<file path="src/rtl/rtype_chk_pkg.sv">
// Shared definitions for the R-type shadow checker.
//
// Contents:
//   OPC_RTYPE          - RV32I OP major opcode
//   F7_* / F3_*        - funct7 / funct3 encodings of the checked R-type group
//   alu_op_e           - operation selector driven into rtype_alu
//   wb_entry_t         - expected-writeback queue entry {rd, data}
//   rtype_dec_t        - decoder result {legal, op}
//   decode_rtype()     - maps funct7/funct3 onto an ALU op, flags illegal forms
package rtype_chk_pkg;

    localparam logic [6:0] OPC_RTYPE  = 7'b0110011;

    localparam logic [6:0] F7_BASE    = 7'b0000000;
    localparam logic [6:0] F7_ALT     = 7'b0100000;

    localparam logic [2:0] F3_ADD_SUB = 3'b000;
    localparam logic [2:0] F3_SLL     = 3'b001;
    localparam logic [2:0] F3_SLT     = 3'b010;
    localparam logic [2:0] F3_SLTU    = 3'b011;
    localparam logic [2:0] F3_XOR     = 3'b100;
    localparam logic [2:0] F3_SRL_SRA = 3'b101;
    localparam logic [2:0] F3_OR      = 3'b110;
    localparam logic [2:0] F3_AND     = 3'b111;

    typedef enum logic [3:0] {
        ALU_ADD,
        ALU_SUB,
        ALU_SLL,
        ALU_SLT,
        ALU_SLTU,
        ALU_XOR,
        ALU_SRL,
        ALU_SRA,
        ALU_OR,
        ALU_AND
    } alu_op_e;

    typedef struct packed {
        logic [4:0]  rd;
        logic [31:0] data;
    } wb_entry_t;

    typedef struct packed {
        logic    legal;
        alu_op_e op;
    } rtype_dec_t;

    // sub_en opens the funct7=0100000 forms (SUB, SRA); every other
    // funct7 / funct3 pairing outside the base group is illegal.
    function automatic rtype_dec_t decode_rtype(input logic [6:0] f7,
                                                input logic [2:0] f3,
                                                input logic       sub_en);
        rtype_dec_t d;
        d.legal = 1'b0;
        d.op    = ALU_ADD;
        if (f7 == F7_BASE) begin
            d.legal = 1'b1;
            case (f3)
                F3_ADD_SUB: d.op = ALU_ADD;
                F3_SLL:     d.op = ALU_SLL;
                F3_SLT:     d.op = ALU_SLT;
                F3_SLTU:    d.op = ALU_SLTU;
                F3_XOR:     d.op = ALU_XOR;
                F3_SRL_SRA: d.op = ALU_SRL;
                F3_OR:      d.op = ALU_OR;
                F3_AND:     d.op = ALU_AND;
            endcase
        end else if (sub_en && f7 == F7_ALT) begin
            if (f3 == F3_ADD_SUB) begin
                d.legal = 1'b1;
                d.op    = ALU_SUB;
            end else if (f3 == F3_SRL_SRA) begin
                d.legal = 1'b1;
                d.op    = ALU_SRA;
            end
        end
        return d;
    endfunction

endpackage

</file>
<file path="src/rtl/rtype_shadow_checker_alu.sv">
// rtype_alu: combinational R-type result computation.
//
// Ports:
//   op     - alu_op_e operation selector
//   a, b   - rs1 / rs2 operand values
//   result - 32-bit wrap-around result; shifts use b[4:0]
module rtype_alu
    import rtype_chk_pkg::*;
(
    input  alu_op_e     op,
    input  logic [31:0] a,
    input  logic [31:0] b,
    output logic [31:0] result
);

    logic signed [31:0] a_s;
    logic signed [31:0] b_s;
    logic        [4:0]  shamt;

    assign a_s   = a;
    assign b_s   = b;
    assign shamt = b[4:0];

    always_comb begin
        result = '0;
        case (op)
            ALU_ADD:  result = a + b;
            ALU_SUB:  result = a - b;
            ALU_SLL:  result = a << shamt;
            ALU_SLT:  result = {31'b0, a_s < b_s};
            ALU_SLTU: result = {31'b0, a < b};
            ALU_XOR:  result = a ^ b;
            ALU_SRL:  result = a >> shamt;
            ALU_SRA:  result = a_s >>> shamt;
            ALU_OR:   result = a | b;
            ALU_AND:  result = a & b;
            default:  result = '0;
        endcase
    end

endmodule

</file>
<file path="config.mk">
export PLATFORM = sky130hd
export DESIGN_NAME = rtype_alu
export DESIGN_NICKNAME = d
export VERILOG_FILES = /design/src/rtl/rtype_chk_pkg.sv /design/src/rtl/rtype_shadow_checker_alu.sv
export SDC_FILE = /design/constraint.sdc
export NUM_CORES = 1
export LEC_CHECK = 0
export CORE_ASPECT_RATIO = 2
export CORE_MARGIN = 8
export CORE_UTILIZATION = 30
export DETAILED_ROUTE_END_ITERATION = 7
export PLACE_DENSITY_LB_ADDON = 0.08
export SLEW_MARGIN = 20
export SYNTH_ARGS = -nofsm -noshare
export SYNTH_HDL_FRONTEND = slang
export SYNTH_SLANG_ARGS = --single-unit
</file>
<file path="constraint.sdc">
create_clock -name vclk -period 11.07
set_input_delay 1.6605 -clock vclk [all_inputs]
set_output_delay 1.6605 -clock vclk [all_outputs]
set_load 0.005 [all_outputs]
</file>
==> impl_metrics.json, run 1 <==
{
  "ys_top_cells_by_area": "ha_1, nor2_1, o21ai_0",
  "synth_common_cells": "nor2_1, o21ai_0, a21oi_1, nand2_1, ha_1",
  "route.detailed.drc": 0,
  "holdWs_ps": 4590,
  "total_power_uw": 494,
  "worst-path-max-fanout": 47,
  "cts_hold_buf": 0,
  "start_util": 0.302,
  "via_per_inst": 6.07,
  "wl_um": 43300,
  "register_area_sq_um": 0,
  "die-area_sq_um": 32700,
  "die_w_um": 132,
  "cts_setup_buffers": 0,
  "endpoint": "result[31]",
  "grt_max_degree": 98,
  "rows": 85,
  "vias": 10000,
  "fin_tns_setup_ps": 0,
  "dpl.hpwl_um": 34500,
  "max_stage_delay_ps": 820,
  "cp-start-kind": "input port",
  "crit_cells": 15,
  "avgSynthCellArea_sq_um": 6.27,
  "synth_cell_types": 78,
  "path_common_cell": "clkdlybuf4s50_1",
  "cp_slowest_cell": "nor4b_1",
  "gp_congestion": 0.960,
  "crit_arrival_ps": 7010,
  "peakVddDrop_mv": 0.0210,
  "period_share": 0.783,
  "die_h_um": 248,
  "path_delay_family": "buffers and inverters",
  "ys_warn_count": 0,
  "synth_top_area_frac": 0.154,
  "netlist_instances": 1287,
  "synth_seq_area_share": 0,
  "rsz0062_at_grt": "no",
  "hold_path_class": "input port to output pin",
  "syn_area_sq_um": 8060,
  "cp_cell_sequence": "clkdlybuf4s50_1 > buf_4 > inv_1 > ha_1 > and2b_1 > nor2_1 > a311oi_2 > nor4b_1 > nor4_1 > o21ai_1 > a21oi_1 > o41ai_2 > xnor2_1 > o211ai_1 > clkdlybuf4s50_1",
  "slew_headroom": 0.319,
  "synth_area_leader_cell": "ha_1",
  "yosysMostFrequentCell": "nor2_1",
  "antenna_found_initial": 0,
  "fin_crit_ps": 8670,
  "nClkBuffers": 0,
  "grt_pass1_vias": 9887,
  "grt_overflow": 0,
  "worstPathRequired_ps": 9410,
  "outcome": "finished, final reports clean",
  "worstMarginPinSlew_ps": 1020,
  "fmax_ghz": 0.115,
  "antennaDiodeCount": 0,
  "synth_fp_nets": 1456,
  "startpoint": "b[4]",
  "post_cts_resized": 0,
  "grt_pass1_wl_um": 63400,
  "max-cap-violations": 0,
  "coreArea_sq_um": 26700,
  "seq_cells": 0,
  "antenna_left": 0,
  "drv_slew": 0,
  "grt_usage": 0.251,
  "finalSetupViolations": 0,
  "drive_above_1_share": 0.0475,
  "crit_buf_inv": 4,
  "dr.pass1.iters": 8,
  "boundaryPins": 100,
  "syn2layout_area_growth_pct": 14.1,
  "first_iter_violations": 797,
  "layout.nets": 1476,
  "power.density_nw_per_um2": 53.7,
  "final_hold_viol_count": 0,
  "port-buffer-count": 100,
  "wl_per_cell_um": 26.2,
  "cellLeakagePower_nw": 3.90,
  "setup.worst_path.end_class": "output pin",
  "criticalPathCategory": "input port to output pin"
}
stage by stage:
step | util | instance area [sq um] | worst slack (ps) | instances
2_1_floorplan | - | 8060 | 4200 | 1287
3_3_place_gp | 0.345 | 9200 | 2500 | 1653
3_5_place_dp | 0.345 | 9200 | 2500 | 1653
4_1_cts | 0.345 | 9200 | 2470 | 1653
5_1_grt | 0.345 | 9200 | 2280 | 1653
6_report | 0.345 | 9200 | 2400 | 1653
placed cells by master, fill, tap and decap left out, drive strengths merged, types with 12 or more instances in the layout:
master / synthesis / layout
a21oi: 129 / 129
buf: 41 / 23
clkdlybuf4s50: 0 / 95
o211ai: 27 / 27
a211o: 13 / 13
xnor2: 16 / 16
a31oi: 22 / 22
nand2: 105 / 105
nand2b: 14 / 14
a221oi: 19 / 19
o21ai: 136 / 136
o221ai: 14 / 14
nor2b: 12 / 12
ha: 99 / 99
a211oi: 22 / 22
inv: 89 / 89
nor2: 185 / 185
a21o: 24 / 24
mux2i: 54 / 54
nor3: 30 / 30
nand3: 25 / 25
cells by family after synthesis:
family                   after synthesis  share of synthesized area
multiplexers                          70                     0.0964
AND/OR/NAND/NOR                      415                      0.230
AO/OA/AOI/OAI                        492                      0.400
XOR/XNOR                              19                     0.0206
buffers and inverters                190                     0.0943
adder cells (fa/ha/maj)              101                      0.159
worst min-delay path, stage by stage:
cell             delay (ps)
clkdlybuf4s50_1         420
inv_1                    90
ha_1                    140
o2111ai_1               140
clkdlybuf4s50_1         480
where the power goes:
group	total [mW]	internal, mW	switching [mW]
registers	0	0	0
logic	0.494	0.186	0.308
clock network	0	0	0
total	0.494	0.186	0.308
routing by layer:
metal / GRT usage / wire [um] / vias to the layer above
met3: 0.0213 / 2410 / 86
met1: 0.290 / 16900 / 4792
met5: 0 / 0 / -
met2: 0.446 / 21200 / 431
li1: - / - / 4724
met4: 0.143 / 2780 / 0
cell type report:
type                            instances  area [sq um]
Timing Repair Buffer                  118          1110
Inverter                               90           338
Multi-Input combinational cell       1097          7320
Fill cell                            3016         17500
Tap cell                              348           435
worst min-delay path by stage:
| stage | start | endpoint | slack [ps] | depth (start not counted) |
|---|---|---|---|---|
| 2_1_floorplan | b[31] | result[31] | 3590 | 3 |
| 3_3_place_gp | b[5] | result[5] | 4570 | 5 |
| 3_5_place_dp | b[5] | result[5] | 4590 | 5 |
| 4_1_cts | b[5] | result[5] | 4590 | 5 |
| 5_1_grt | b[5] | result[5] | 4650 | 5 |
| 6_report | b[5] | result[5] | 4590 | 5 |
Power figures use the tool's default switching activity.
==> inputs of run 2 (changes only) <==
==> constraint.sdc (replaced) <==
create_clock -name vclk -period 8.15
set_input_delay 1.2225 -clock vclk [all_inputs]
set_output_delay 1.2225 -clock vclk [all_outputs]
set_load 0.005 [all_outputs]
==> run 2 against run 1 <==
Routed wire length grew 0.28%. Flip-flop and latch count is the same. Power grew 37%. Utilization grew 0.15 points. Count of clock-buffer cells in the layout is the same. Setup slack lost 1400 ps. Die area is the same. Non-clock buffer count grew 5. Final area grew 0.44%. Worst hold slack lost 960 ps. First-iteration DRC count grew 25%. Critical path type unchanged. Critical endpoint is now result[28]. Largest power group unchanged. Highest routed layer unchanged.
==> impl_metrics.json, run 2 (synthesized netlist as in run 1, its figures left out) <==
{
  "p_sw_uw": 421,
  "port-buffer-count": 100,
  "fin_tns_setup_ps": 0,
  "power.density_nw_per_um2": 73.0,
  "seq_cells": 0,
  "finalCoreUtilization": 0.346,
  "route.detailed.drc": 0,
  "rows": 85,
  "internal_power_uw": 255,
  "worst-path-max-fanout": 4,
  "pwr-share-comb": 1.000,
  "setup.worst_path.end_class": "output pin",
  "gp_congestion": 0.984,
  "drv_slew": 0,
  "met3_usage": 0.0229,
  "grt_busiest_layer": "met2",
  "rsz0062_at_grt": "no",
  "dr.pass1.iters": 5,
  "start_util": 0.302,
  "syn2layout_area_growth_pct": 14.6,
  "die_w_um": 132,
  "dpl.hpwl_um": 34500,
  "wl_um": 43400,
  "period_share": 0.876,
  "total_power_uw": 675,
  "grt_overflow": 0,
  "grtUsageMet1": 0.290,
  "antennaDiodeCount": 0,
  "fin_crit_ps": 7140,
  "crit_arrival_ps": 5920,
  "first_iter_violations": 995,
  "coreArea_sq_um": 26700,
  "use_met2": 0.449,
  "cts_setup_buffers": 0,
  "cp-start-kind": "input port",
  "final_common_cell": "nor2_1",
  "die-area_sq_um": 32700,
  "die_h_um": 248,
  "wl_per_cell_um": 26.2,
  "fillCellCount": 2976,
  "layout.nets": 1481,
  "drive_above_1_share": 0.0519,
  "p_seq_frac": 0,
  "max-cap-violations": 0,
  "cellLeakagePower_nw": 3.93,
  "power_frac_clock": 0,
  "cp_slowest_cell": "a21oi_1",
  "cp_cell_sequence": "clkdlybuf4s50_1 > ha_1 > inv_1 > fa_1 > nor2b_1 > o2111ai_1 > a31oi_1 > o21ai_0 > a21oi_1 > a211oi_1 > o31a_1 > a31oi_1 > xnor2_1 > o221ai_1 > clkdlybuf4s50_1",
  "grt_usage": 0.251,
  "post-place-cells": 1658,
  "instances_no_fill": 1658,
  "crit_buf_inv": 3,
  "grt_pass1_wl_um": 63600,
  "nClkBuffers": 0,
  "vias": 10200,
  "post_cts_resized": 0,
  "fmax_ghz": 0.140,
  "outcome": "finished, final reports clean",
  "grt_pass1_vias": 9919,
  "max_stage_delay_ps": 620,
  "cts_hold_buf": 0,
  "peakVddDrop_mv": 0.0252,
  "layout_common_cells": "nor2_1, o21ai_0, a21oi_1",
  "antenna_found_initial": 0,
  "holdWs_ps": 3630,
  "criticalPathCategory": "input port to output pin",
  "path_delay_family": "compound AO/OA/AOI/OAI gates",
  "worstMarginPinSlew_ps": 1140,
  "slew_headroom": 0.229,
  "boundaryPins": 100,
  "via_per_inst": 6.16,
  "finalSetupViolations": 0,
  "grt_max_degree": 80,
  "hold_path_class": "input port to output pin",
  "swShare": 0.623,
  "final_hold_viol_count": 0,
  "worstPathRequired_ps": 6930,
  "antenna_left": 0,
  "register_area_sq_um": 0
}
run 2: cell count changes in the layout (fill, tap and decap cells not counted):
cell,before,now
nor2_2,2,3
nor2_1,183,182
buf_4,19,24
run 2: through the flow:
| step | worst slack (ps) | instance area (sq um) |
|---|---|---|
| after floorplan | 2160 | 8060 |
| after global placement | 1190 | 9240 |
| after detailed placement | 1150 | 9240 |
| after CTS | 1130 | 9240 |
| after global routing | 959 | 9240 |
| final | 1010 | 9240 |
run 2: cell type report:
cell class	count	area, sq um	area share
timing repair buffer	123	1150	0.125
inverter	90	338	0.0365
tap	348	435	0.0471
multi-input combinational	1097	7320	0.792
run 2: worst paths after layout:
check | start | slack (ps) | cells after the start | to
max | a[0] | 1010 | 15 | result[28]
min | op[0] | 3630 | 6 | result[4]
run 2: per-layer routing:
layer  up-vias  part of all wire
met5         -                 0
met3       101             0.054
met4         0             0.061
li1       4745                 -
met1      4883              0.39
met2       484              0.49
run 2: power groups by stage:
stage	Sequential, mW	Clock, mW	Combinational [mW]
after CTS	0	0	0.664
final	0	0	0.675
after detailed placement	0	0	0.660
after floorplan	0	0	0.408
after global routing	0	0	0.722
after global placement	0	0	0.669
